### config.mk
export PLATFORM = sky130hd
export DESIGN_NAME = ysyx_25040111_lsu_axi_flat
export DESIGN_NICKNAME = d
export VERILOG_FILES = /design/src/rtl/ysyx_25040111_lsu_axi_if.sv /design/src/rtl/ysyx_25040111_lsu_axi.sv /design/src/flat_wrapper.sv
export SDC_FILE = /design/constraint.sdc
export NUM_CORES = 1
export LEC_CHECK = 0
export ABC_AREA = 0
export BUFFER_PORTS_ARGS = -buffer_cell sky130_fd_sc_hd__buf_4
export CAP_MARGIN = 20
export CORE_AREA = 2 2 194 196
export CTS_CLUSTER_DIAMETER = 30
export DETAILED_ROUTE_END_ITERATION = 10
export DIE_AREA = 0 0 196 198
export MAX_ROUTING_LAYER = met4
export PLACE_DENSITY = 0.57
export SYNTH_ARGS = -nofsm -noshare
export SYNTH_HDL_FRONTEND = slang
export SYNTH_SLANG_ARGS = --single-unit
### constraint.sdc
create_clock -name clk -period 2.1 [get_ports clk]
set_input_delay 0.525 -clock clk [delete_from_list [all_inputs] [get_ports clk]]
set_output_delay 0.525 -clock clk [all_outputs]
set_load 0.005 [all_outputs]
### src/rtl/ysyx_25040111_lsu_axi_if.sv
// AXI4 master and read-only local port bundle for the ysyx_25040111 LSU.
// The master modport is the LSU side; the slave modport is the memory side.
interface ysyx_25040111_lsu_axi_if #(
   parameter int DATA_W = 32
);
   logic                  io_master_awvalid;
   logic                  io_master_awready;
   logic [31:0]           io_master_awaddr;
   logic [3:0]            io_master_awid;
   logic [7:0]            io_master_awlen;
   logic [2:0]            io_master_awsize;
   logic [1:0]            io_master_awburst;

   logic                  io_master_wvalid;
   logic                  io_master_wready;
   logic [DATA_W-1:0]     io_master_wdata;
   logic [DATA_W/8-1:0]   io_master_wstrb;
   logic                  io_master_wlast;

   logic                  io_master_bvalid;
   logic                  io_master_bready;
   logic [1:0]            io_master_bresp;
   logic [3:0]            io_master_bid;

   logic                  io_master_arvalid;
   logic                  io_master_arready;
   logic [31:0]           io_master_araddr;
   logic [3:0]            io_master_arid;
   logic [7:0]            io_master_arlen;
   logic [2:0]            io_master_arsize;
   logic [1:0]            io_master_arburst;

   logic                  io_master_rvalid;
   logic                  io_master_rready;
   logic [1:0]            io_master_rresp;
   logic [DATA_W-1:0]     io_master_rdata;
   logic                  io_master_rlast;
   logic [3:0]            io_master_rid;

   logic                  loc_arvalid;
   logic                  loc_arready;
   logic [31:0]           loc_araddr;
   logic                  loc_rvalid;
   logic                  loc_rready;
   logic [DATA_W-1:0]     loc_rdata;
   logic [1:0]            loc_rresp;

   modport master (
      output io_master_awvalid, io_master_awaddr, io_master_awid,
             io_master_awlen, io_master_awsize, io_master_awburst,
      input  io_master_awready,
      output io_master_wvalid, io_master_wdata, io_master_wstrb,
             io_master_wlast,
      input  io_master_wready,
      output io_master_bready,
      input  io_master_bvalid, io_master_bresp, io_master_bid,
      output io_master_arvalid, io_master_araddr, io_master_arid,
             io_master_arlen, io_master_arsize, io_master_arburst,
      input  io_master_arready,
      output io_master_rready,
      input  io_master_rvalid, io_master_rresp, io_master_rdata,
             io_master_rlast, io_master_rid,
      output loc_arvalid, loc_araddr, loc_rready,
      input  loc_arready, loc_rvalid, loc_rdata, loc_rresp
   );

   modport slave (
      input  io_master_awvalid, io_master_awaddr, io_master_awid,
             io_master_awlen, io_master_awsize, io_master_awburst,
      output io_master_awready,
      input  io_master_wvalid, io_master_wdata, io_master_wstrb,
             io_master_wlast,
      output io_master_wready,
      input  io_master_bready,
      output io_master_bvalid, io_master_bresp, io_master_bid,
      input  io_master_arvalid, io_master_araddr, io_master_arid,
             io_master_arlen, io_master_arsize, io_master_arburst,
      output io_master_arready,
      input  io_master_rready,
      output io_master_rvalid, io_master_rresp, io_master_rdata,
             io_master_rlast, io_master_rid,
      input  loc_arvalid, loc_araddr, loc_rready,
      output loc_arready, loc_rvalid, loc_rdata, loc_rresp
   );
endinterface

### src/rtl/ysyx_25040111_lsu_axi.sv
// Single-outstanding load/store unit on AXI4 plus a read-only local port.
// Define LSU_PMC_EN to build the load/store/error/wait performance counters.
module ysyx_25040111_lsu_axi #(
   parameter int          DATA_W     = 32,
   parameter logic [31:0] LOCAL_BASE = 32'h0200_0048,
   parameter logic [31:0] LOCAL_END  = 32'h0200_004f,
   parameter logic [3:0]  AXI_ID     = 4'h1
) (
   input  logic                    clk,
   input  logic                    rst,
   input  logic                    req_valid,
   output logic                    req_ready,
   input  logic                    req_wen,
   input  logic                    req_sign,
   input  logic [1:0]              req_size,
   input  logic [31:0]             req_addr,
   input  logic [DATA_W-1:0]       req_wdata,
   output logic                    resp_valid,
   output logic [DATA_W-1:0]       resp_rdata,
   output logic                    resp_err,
   ysyx_25040111_lsu_axi_if.master bus,
   output logic [31:0]             pmc_ld,
   output logic [31:0]             pmc_st,
   output logic [31:0]             pmc_err,
   output logic [31:0]             pmc_wait
);
   localparam int STRB_W = DATA_W / 8;
   localparam int OFF_W  = $clog2(STRB_W);

   typedef enum logic [2:0] {
      IDLE, RADDR, RDATA, WRITE, WRESP, DONE
   } state_t;

   state_t state, state_nx;

   logic              wen_q, sign_q, loc_q, err_q;
   logic [1:0]        size_q;
   logic [31:0]       addr_q;
   logic [DATA_W-1:0] wdata_q, rdata_q;
   logic              aw_done, w_done;

   logic [2:0] amask;
   logic       misal, bad_size, in_loc, pre_err;

   always_comb begin
      unique case (req_size)
         2'd0:    amask = 3'd0;
         2'd1:    amask = 3'd1;
         2'd2:    amask = 3'd3;
         default: amask = 3'd7;
      endcase
   end

   assign misal    = |(req_addr[2:0] & amask);
   assign bad_size = (req_size == 2'd3) && (DATA_W == 32);
   assign in_loc   = (req_addr >= LOCAL_BASE) && (req_addr <= LOCAL_END);
   // the local port has no write channel, so stores there fail up front
   assign pre_err  = misal | bad_size | (req_wen & in_loc);

   logic              accept, ar_hs, r_hs, aw_hs, w_hs, b_hs;
   logic [1:0]        rresp_sel;
   logic [DATA_W-1:0] rdata_sel;

   assign accept = req_valid & req_ready;
   assign ar_hs  = loc_q ? (bus.loc_arvalid & bus.loc_arready)
                         : (bus.io_master_arvalid & bus.io_master_arready);
   assign r_hs   = loc_q ? (bus.loc_rvalid & bus.loc_rready)
                         : (bus.io_master_rvalid & bus.io_master_rready);
   assign aw_hs  = bus.io_master_awvalid & bus.io_master_awready;
   assign w_hs   = bus.io_master_wvalid & bus.io_master_wready;
   assign b_hs   = bus.io_master_bvalid & bus.io_master_bready;

   assign rresp_sel = loc_q ? bus.loc_rresp : bus.io_master_rresp;
   assign rdata_sel = loc_q ? bus.loc_rdata : bus.io_master_rdata;

   logic [OFF_W-1:0]  off;
   logic [OFF_W+2:0]  bsh;
   logic [7:0]        bmask;
   logic [DATA_W-1:0] rsh, lmask, ld_ext;
   logic              msb;

   assign off = addr_q[OFF_W-1:0];
   assign bsh = {off, 3'b000};
   assign rsh = rdata_sel >> bsh;

   always_comb begin
      bmask = 8'hff;
      lmask = '1;
      msb   = rsh[DATA_W-1];
      unique case (size_q)
         2'd0: begin
            bmask = 8'h01;
            lmask = DATA_W'(8'hff);
            msb   = rsh[7];
         end
         2'd1: begin
            bmask = 8'h03;
            lmask = DATA_W'(16'hffff);
            msb   = rsh[15];
         end
         2'd2: begin
            bmask = 8'h0f;
            lmask = DATA_W'(32'hffff_ffff);
            msb   = rsh[31];
         end
         default: ;
      endcase
      ld_ext = (rsh & lmask) | ((sign_q & msb) ? ~lmask : '0);
   end

   assign bus.io_master_awaddr  = addr_q;
   assign bus.io_master_awid    = AXI_ID;
   assign bus.io_master_awlen   = 8'd0;
   assign bus.io_master_awsize  = {1'b0, size_q};
   assign bus.io_master_awburst = 2'b01;
   assign bus.io_master_wdata   = wdata_q << bsh;
   assign bus.io_master_wstrb   = STRB_W'(bmask) << off;
   assign bus.io_master_araddr  = addr_q;
   assign bus.io_master_arid    = AXI_ID;
   assign bus.io_master_arlen   = 8'd0;
   assign bus.io_master_arsize  = {1'b0, size_q};
   assign bus.io_master_arburst = 2'b01;
   assign bus.loc_araddr        = addr_q;

   always_comb begin
      state_nx              = state;
      req_ready             = 1'b0;
      resp_valid            = 1'b0;
      resp_err              = 1'b0;
      resp_rdata            = '0;
      bus.io_master_arvalid = 1'b0;
      bus.io_master_rready  = 1'b0;
      bus.io_master_awvalid = 1'b0;
      bus.io_master_wvalid  = 1'b0;
      bus.io_master_wlast   = 1'b0;
      bus.io_master_bready  = 1'b0;
      bus.loc_arvalid       = 1'b0;
      bus.loc_rready        = 1'b0;
      unique case (state)
         IDLE: begin
            req_ready = 1'b1;
            if (req_valid) begin
               if (pre_err)      state_nx = DONE;
               else if (req_wen) state_nx = WRITE;
               else              state_nx = RADDR;
            end
         end
         RADDR: begin
            bus.io_master_arvalid = ~loc_q;
            bus.loc_arvalid       = loc_q;
            if (ar_hs) state_nx = RDATA;
         end
         RDATA: begin
            bus.io_master_rready = ~loc_q;
            bus.loc_rready       = loc_q;
            if (r_hs) state_nx = DONE;
         end
         WRITE: begin
            bus.io_master_awvalid = ~aw_done;
            bus.io_master_wvalid  = ~w_done;
            bus.io_master_wlast   = ~w_done;
            if ((aw_done | aw_hs) & (w_done | w_hs)) state_nx = WRESP;
         end
         WRESP: begin
            bus.io_master_bready = 1'b1;
            if (b_hs) state_nx = DONE;
         end
         DONE: begin
            resp_valid = 1'b1;
            resp_err   = err_q;
            resp_rdata = rdata_q;
            state_nx   = IDLE;
         end
         default: state_nx = IDLE;
      endcase
   end

   always_ff @(posedge clk) begin
      if (rst) begin
         state   <= IDLE;
         wen_q   <= 1'b0;
         sign_q  <= 1'b0;
         loc_q   <= 1'b0;
         err_q   <= 1'b0;
         size_q  <= 2'd0;
         addr_q  <= '0;
         wdata_q <= '0;
         rdata_q <= '0;
         aw_done <= 1'b0;
         w_done  <= 1'b0;
      end else begin
         state <= state_nx;
         if (accept) begin
            wen_q   <= req_wen;
            sign_q  <= req_sign;
            loc_q   <= in_loc;
            err_q   <= pre_err;
            size_q  <= req_size;
            addr_q  <= req_addr;
            wdata_q <= req_wdata;
            rdata_q <= '0;
            aw_done <= 1'b0;
            w_done  <= 1'b0;
         end
         if (aw_hs) aw_done <= 1'b1;
         if (w_hs)  w_done  <= 1'b1;
         if (state == RDATA && r_hs) begin
            err_q   <= |rresp_sel;
            rdata_q <= (|rresp_sel) ? '0 : ld_ext;
         end
         if (state == WRESP && b_hs) err_q <= |bus.io_master_bresp;
      end
   end

   logic unused_ok;
   assign unused_ok = ^{bus.io_master_rid, bus.io_master_bid,
                        bus.io_master_rlast};

`ifdef LSU_PMC_EN
   logic [31:0] ld_c, st_c, er_c, wt_c;

   always_ff @(posedge clk) begin
      if (rst) begin
         ld_c <= '0;
         st_c <= '0;
         er_c <= '0;
         wt_c <= '0;
      end else begin
         if (state == DONE) begin
            if (err_q)      er_c <= er_c + 32'd1;
            else if (wen_q) st_c <= st_c + 32'd1;
            else            ld_c <= ld_c + 32'd1;
         end
         if (state != IDLE && state != DONE) wt_c <= wt_c + 32'd1;
      end
   end

   assign pmc_ld   = ld_c;
   assign pmc_st   = st_c;
   assign pmc_err  = er_c;
   assign pmc_wait = wt_c;
`else
   assign pmc_ld   = '0;
   assign pmc_st   = '0;
   assign pmc_err  = '0;
   assign pmc_wait = '0;
`endif

endmodule

### src/flat_wrapper.sv
// flat-port wrapper written by rule: the top's interface ports become plain ports
module ysyx_25040111_lsu_axi_flat 
#(
   parameter int          DATA_W     = 32,
   parameter logic [31:0] LOCAL_BASE = 32'h0200_0048,
   parameter logic [31:0] LOCAL_END  = 32'h0200_004f,
   parameter logic [3:0]  AXI_ID     = 4'h1
)
  (clk, rst, req_valid, req_ready, req_wen, req_sign, req_size, req_addr, req_wdata, resp_valid, resp_rdata, resp_err, pmc_ld, pmc_st, pmc_err, pmc_wait, bus_io_master_awvalid, bus_io_master_awaddr, bus_io_master_awid, bus_io_master_awlen, bus_io_master_awsize, bus_io_master_awburst, bus_io_master_awready, bus_io_master_wvalid, bus_io_master_wdata, bus_io_master_wstrb, bus_io_master_wlast, bus_io_master_wready, bus_io_master_bready, bus_io_master_bvalid, bus_io_master_bresp, bus_io_master_bid, bus_io_master_arvalid, bus_io_master_araddr, bus_io_master_arid, bus_io_master_arlen, bus_io_master_arsize, bus_io_master_arburst, bus_io_master_arready, bus_io_master_rready, bus_io_master_rvalid, bus_io_master_rresp, bus_io_master_rdata, bus_io_master_rlast, bus_io_master_rid, bus_loc_arvalid, bus_loc_araddr, bus_loc_rready, bus_loc_arready, bus_loc_rvalid, bus_loc_rdata, bus_loc_rresp);
  ysyx_25040111_lsu_axi_if #(.DATA_W(DATA_W)) bus_i ();
  input  logic clk;
  input  logic rst;
  input  logic req_valid;
  output logic req_ready;
  input  logic req_wen;
  input  logic req_sign;
  input  logic [1:0] req_size;
  input  logic [31:0] req_addr;
  input  logic [DATA_W-1:0] req_wdata;
  output logic resp_valid;
  output logic [DATA_W-1:0] resp_rdata;
  output logic resp_err;
  output logic [31:0] pmc_ld;
  output logic [31:0] pmc_st;
  output logic [31:0] pmc_err;
  output logic [31:0] pmc_wait;
  output wire logic [$bits(bus_i.io_master_awvalid)-1:0] bus_io_master_awvalid;
  output wire logic [$bits(bus_i.io_master_awaddr)-1:0] bus_io_master_awaddr;
  output wire logic [$bits(bus_i.io_master_awid)-1:0] bus_io_master_awid;
  output wire logic [$bits(bus_i.io_master_awlen)-1:0] bus_io_master_awlen;
  output wire logic [$bits(bus_i.io_master_awsize)-1:0] bus_io_master_awsize;
  output wire logic [$bits(bus_i.io_master_awburst)-1:0] bus_io_master_awburst;
  input wire logic [$bits(bus_i.io_master_awready)-1:0] bus_io_master_awready;
  output wire logic [$bits(bus_i.io_master_wvalid)-1:0] bus_io_master_wvalid;
  output wire logic [$bits(bus_i.io_master_wdata)-1:0] bus_io_master_wdata;
  output wire logic [$bits(bus_i.io_master_wstrb)-1:0] bus_io_master_wstrb;
  output wire logic [$bits(bus_i.io_master_wlast)-1:0] bus_io_master_wlast;
  input wire logic [$bits(bus_i.io_master_wready)-1:0] bus_io_master_wready;
  output wire logic [$bits(bus_i.io_master_bready)-1:0] bus_io_master_bready;
  input wire logic [$bits(bus_i.io_master_bvalid)-1:0] bus_io_master_bvalid;
  input wire logic [$bits(bus_i.io_master_bresp)-1:0] bus_io_master_bresp;
  input wire logic [$bits(bus_i.io_master_bid)-1:0] bus_io_master_bid;
  output wire logic [$bits(bus_i.io_master_arvalid)-1:0] bus_io_master_arvalid;
  output wire logic [$bits(bus_i.io_master_araddr)-1:0] bus_io_master_araddr;
  output wire logic [$bits(bus_i.io_master_arid)-1:0] bus_io_master_arid;
  output wire logic [$bits(bus_i.io_master_arlen)-1:0] bus_io_master_arlen;
  output wire logic [$bits(bus_i.io_master_arsize)-1:0] bus_io_master_arsize;
  output wire logic [$bits(bus_i.io_master_arburst)-1:0] bus_io_master_arburst;
  input wire logic [$bits(bus_i.io_master_arready)-1:0] bus_io_master_arready;
  output wire logic [$bits(bus_i.io_master_rready)-1:0] bus_io_master_rready;
  input wire logic [$bits(bus_i.io_master_rvalid)-1:0] bus_io_master_rvalid;
  input wire logic [$bits(bus_i.io_master_rresp)-1:0] bus_io_master_rresp;
  input wire logic [$bits(bus_i.io_master_rdata)-1:0] bus_io_master_rdata;
  input wire logic [$bits(bus_i.io_master_rlast)-1:0] bus_io_master_rlast;
  input wire logic [$bits(bus_i.io_master_rid)-1:0] bus_io_master_rid;
  output wire logic [$bits(bus_i.loc_arvalid)-1:0] bus_loc_arvalid;
  output wire logic [$bits(bus_i.loc_araddr)-1:0] bus_loc_araddr;
  output wire logic [$bits(bus_i.loc_rready)-1:0] bus_loc_rready;
  input wire logic [$bits(bus_i.loc_arready)-1:0] bus_loc_arready;
  input wire logic [$bits(bus_i.loc_rvalid)-1:0] bus_loc_rvalid;
  input wire logic [$bits(bus_i.loc_rdata)-1:0] bus_loc_rdata;
  input wire logic [$bits(bus_i.loc_rresp)-1:0] bus_loc_rresp;
  assign bus_io_master_awvalid = bus_i.io_master_awvalid;
  assign bus_io_master_awaddr = bus_i.io_master_awaddr;
  assign bus_io_master_awid = bus_i.io_master_awid;
  assign bus_io_master_awlen = bus_i.io_master_awlen;
  assign bus_io_master_awsize = bus_i.io_master_awsize;
  assign bus_io_master_awburst = bus_i.io_master_awburst;
  assign bus_i.io_master_awready = bus_io_master_awready;
  assign bus_io_master_wvalid = bus_i.io_master_wvalid;
  assign bus_io_master_wdata = bus_i.io_master_wdata;
  assign bus_io_master_wstrb = bus_i.io_master_wstrb;
  assign bus_io_master_wlast = bus_i.io_master_wlast;
  assign bus_i.io_master_wready = bus_io_master_wready;
  assign bus_io_master_bready = bus_i.io_master_bready;
  assign bus_i.io_master_bvalid = bus_io_master_bvalid;
  assign bus_i.io_master_bresp = bus_io_master_bresp;
  assign bus_i.io_master_bid = bus_io_master_bid;
  assign bus_io_master_arvalid = bus_i.io_master_arvalid;
  assign bus_io_master_araddr = bus_i.io_master_araddr;
  assign bus_io_master_arid = bus_i.io_master_arid;
  assign bus_io_master_arlen = bus_i.io_master_arlen;
  assign bus_io_master_arsize = bus_i.io_master_arsize;
  assign bus_io_master_arburst = bus_i.io_master_arburst;
  assign bus_i.io_master_arready = bus_io_master_arready;
  assign bus_io_master_rready = bus_i.io_master_rready;
  assign bus_i.io_master_rvalid = bus_io_master_rvalid;
  assign bus_i.io_master_rresp = bus_io_master_rresp;
  assign bus_i.io_master_rdata = bus_io_master_rdata;
  assign bus_i.io_master_rlast = bus_io_master_rlast;
  assign bus_i.io_master_rid = bus_io_master_rid;
  assign bus_loc_arvalid = bus_i.loc_arvalid;
  assign bus_loc_araddr = bus_i.loc_araddr;
  assign bus_loc_rready = bus_i.loc_rready;
  assign bus_i.loc_arready = bus_loc_arready;
  assign bus_i.loc_rvalid = bus_loc_rvalid;
  assign bus_i.loc_rdata = bus_loc_rdata;
  assign bus_i.loc_rresp = bus_loc_rresp;
  ysyx_25040111_lsu_axi #(.DATA_W(DATA_W), .LOCAL_BASE(LOCAL_BASE), .LOCAL_END(LOCAL_END), .AXI_ID(AXI_ID)) u_core (.clk(clk), .rst(rst), .req_valid(req_valid), .req_ready(req_ready), .req_wen(req_wen), .req_sign(req_sign), .req_size(req_size), .req_addr(req_addr), .req_wdata(req_wdata), .resp_valid(resp_valid), .resp_rdata(resp_rdata), .resp_err(resp_err), .bus(bus_i), .pmc_ld(pmc_ld), .pmc_st(pmc_st), .pmc_err(pmc_err), .pmc_wait(pmc_wait));
endmodule
==> results.ini <==
[run_status]
status = finished, final reports clean

[setup_path]
criticalPathCategory = reg2out
cp_num_buf_inv = 3
critical_path.top_delay_family = buffers and inverters
worst_path_largest_cell_delay_ns = 0.37
worstReg2RegEnd = u_core.rdata_q[28]
path_depth = 5
r2r_start = u_core.loc_q
worstSetupEndpointType = output pin
cp.arrival_ns = 1.52
r2r_slack_ns = 0.08
crit_required_ns = 1.57
worstPathCellList = buf_12 -> buf_16 -> a211oi_4 -> a21oi_1 -> buf_4
rr_worst_depth = 6
critical-path-slowest-cell = dfxtp_4
critPathLaunchType = flip-flop
path_max_fanout = 18

[clock_tree]
cts_tree = built
numCtsBuffers = 9
cts_max_level = 3
cts-root-buf = clkbuf_16
cts_sinks = 106
clk_pin_slew_ns = 0.09
clkLatencyLatePin_ns = 0.37
cts.path.max_buffers = 2

[pwr]
seqPwrFrac_pct = 31.2
p_clk_share_pct = 19.2
irDropWorstVdd_mv = 0.4461
combPwrFrac_pct = 49.6
p_int_mw = 5.335
p_sw_mw = 3.352
power_density_nw_per_um2 = 849.9
switching_share_pct = 38.59
power_mw = 8.688
power.leakage_nw = 4.657

[floorplanning]
placeableCoreArea_um2 = 36960
die_area_um2 = 38810
die_h_um = 198
die_w_um = 196
rows = 71
initial_core_util_pct = 19.99
io_pins = 494

[final_layout]
nFillCells = 3996
fin_nets = 1348
syn_to_final_growth_pct = 38.40
design_area_um2 = 10220
multiInputGateArea_um2 = 4038
final_layout_size_suffix_gt1_share_pct = 41.22
regArea_um2 = 2143
diodes = 0

[detailed_routing]
drtAntennaViolNets = 0
wirelength_mm = 27.24
wire_per_inst_um = 16.31
dr.pass1.iters = 6
vias_per_cell = 4.075
drcViolationCount = 0
vias = 6805
dr.first_iter.drc_count = 209

[global_routing]
grt_pass1_vias = 6284
grt_pass1_wl_mm = 38.28
grt_overflow = 0
antenna_found_initial = 3
grt_start_max_net_pins = 74
grtUsageTotal_pct = 13.62

[synthesis]
synth.area.top_cells = dfxtp_1, buf_4, nand2_1
synthFlopType = dfxtp_1
netlist_instances = 928
synth-async-reset-ratio_pct = 0
syn-cell-area_um2 = 7386
ys_seq_area_share_pct = 28.73
synthDistinctLibCells = 50
syn_area_per_cell_um2 = 7.959
ys_warn_count = 0
synth-edff-count = 0
synth_top_area_share_pct = 28.73
ys_ff_latch = 106
yosys.area.top_type = dfxtp_1

[place]
post-dp-hpwl_mm = 20.03
gp_congestion = 0.8412
port_buffers = 326
dpl-instance-area_um2 = 9479

[sta]
hold_viol = 0
fin_crit_sh_pct = 97.16
skew_ns = 0.01331
finalSetupViolations = 0
min_period_ns = 2.040
max_freq_mhz = 490.1
rsz0062_at_grt = yes
slew_viol_final = 0

[min_path]
min_from = req_wdata[27]
min_path_type = in2reg
whs_endpoint = u_core.wdata_q[27]
holdPathStages = 3

[run]
maxCapViolCount = 0

==> power by group through the flow <==
stage	combinational, mW	clock [mW]	sequential, mW
final	4.31	1.67	2.71
after global routing	4.71	1.83	2.76
after CTS	4.13	1.76	2.69
after detailed placement	3.82	0	2.73
after global placement	3.81	0	2.71
after floorplan	2.40	0	2.59
==> through the flow <==
step                hold slack, ns    TNS, ns  instances  util [%]  setup WS [ns]
global route                0.3676    -0.1202       1670     27.66       -0.02307
finish                      0.3895          0       1670     27.66        0.05959
global placement            0.4281     -2.154       1638     25.65        -0.1362
detailed placement          0.4359     -2.118       1638     25.65        -0.1489
floorplan                   0.4208          0       1084         -        0.01251
CTS                         0.3592  -0.006581       1666     27.08      -0.004039
==> cells in the mapped netlist, types with 2 or more instances <==
cell type,count
o21ai_1,8
nor2b_1,14
or2_2,2
a21oi_1,89
nor3b_2,2
buf_2,13
a22o_2,9
nor3_1,3
nand2_1,157
buf_6,3
mux2i_1,47
dfxtp_1,106
nand4_1,2
o221a_2,7
inv_1,4
a22oi_1,3
nor4_1,5
nor2_1,38
and3_1,33
mux4_1,2
o22ai_1,2
conb_1,2
a211oi_1,10
buf_1,4
buf_4,227
clkbuf_1,40
and2_1,10
nand2b_1,6
o21a_1,3
mux2_2,18
mux4_2,7
o21ai_0,28
a22o_1,7
==> worst max-delay path by stage <==
stage,startpoint,endpoint
global placement,bus_io_master_rdata[23],u_core.rdata_q[25]
detailed placement,bus_loc_rdata[15],u_core.rdata_q[26]
global route,u_core.state[2],resp_rdata[23]
CTS,u_core.bus.io_master_araddr[1],bus_io_master_wstrb[2]
finish,u_core.bus.io_master_araddr[1],bus_io_master_wstrb[2]
floorplan,u_core.bus.io_master_araddr[1],bus_io_master_wdata[24]
==> kinds of logic after synthesis <==
logic type / count (synthesis) / share of synthesized area, %
AO/OA/AOI/OAI: 172 / 14.25
AND/OR/NAND/NOR: 281 / 17.84
other: 2 / 0.1017
buffers and inverters: 292 / 26.92
multiplexers: 75 / 12.16
flip-flops: 106 / 28.73
==> routing by layer <==
metal	track usage, %	vias up	wire length, µm
li1	-	3268	-
met1	15.67	3206	11130
met2	23.67	306	13850
met3	3.236	25	1801
met4	3.788	0	458
met5	-	-	0
==> cell type report <==
type	instances	share of cell area, %
Timing Repair Buffer	384	30.83
Sequential cell	106	20.97
Clock inverter	7	0.5018
Tap cell	474	5.802
Inverter	4	0.1958
Clock buffer	9	2.203
Multi-Input combinational cell	686	39.50
==> state kept, by name (all words and copies together) (netlist names) <==
| register | count |
|---|---|
| u_core.aw_done | 1 |
| u_core.state | 3 |
| u_core.err_q | 1 |
| u_core.size_q | 2 |
| u_core.bus.io_master_araddr | 32 |
| u_core.w_done | 1 |
| u_core.loc_q | 1 |
| u_core.sign_q | 1 |
| u_core.rdata_q | 32 |
| u_core.wdata_q | 32 |
==> cell usage in the layout (no fill, tap or decap), types with 12 or more instances in the layout <==
cell,count
and3_1,32
buf_4,361
a21oi_1,86
o21ai_1,12
conb_1,158
buf_12,12
clkbuf_16,12
mux2_2,18
nand2_1,156
dfxtp_1,99
mux2i_1,42
o21ai_0,21
nor2_1,35
==> tightest hold or removal path: stages <==
cell	delay [ns]
buf_4	0.11
nand2_1	0.04
a21oi_1	0.05
==> timing repair <==
| item | CTS | global route |
|---|---|---|
| buffers inserted | 8 | 2 |
| pin swaps | 2 | 6 |
| gates cloned | 4 | 3 |
| endpoints found under the hold margin | 0 | 0 |
| resized for setup | 28 | 39 |
| setup endpoints to repair | 78 | 43 |
| hold buffers | 0 | 0 |
Power figures use the tool's default switching activity.
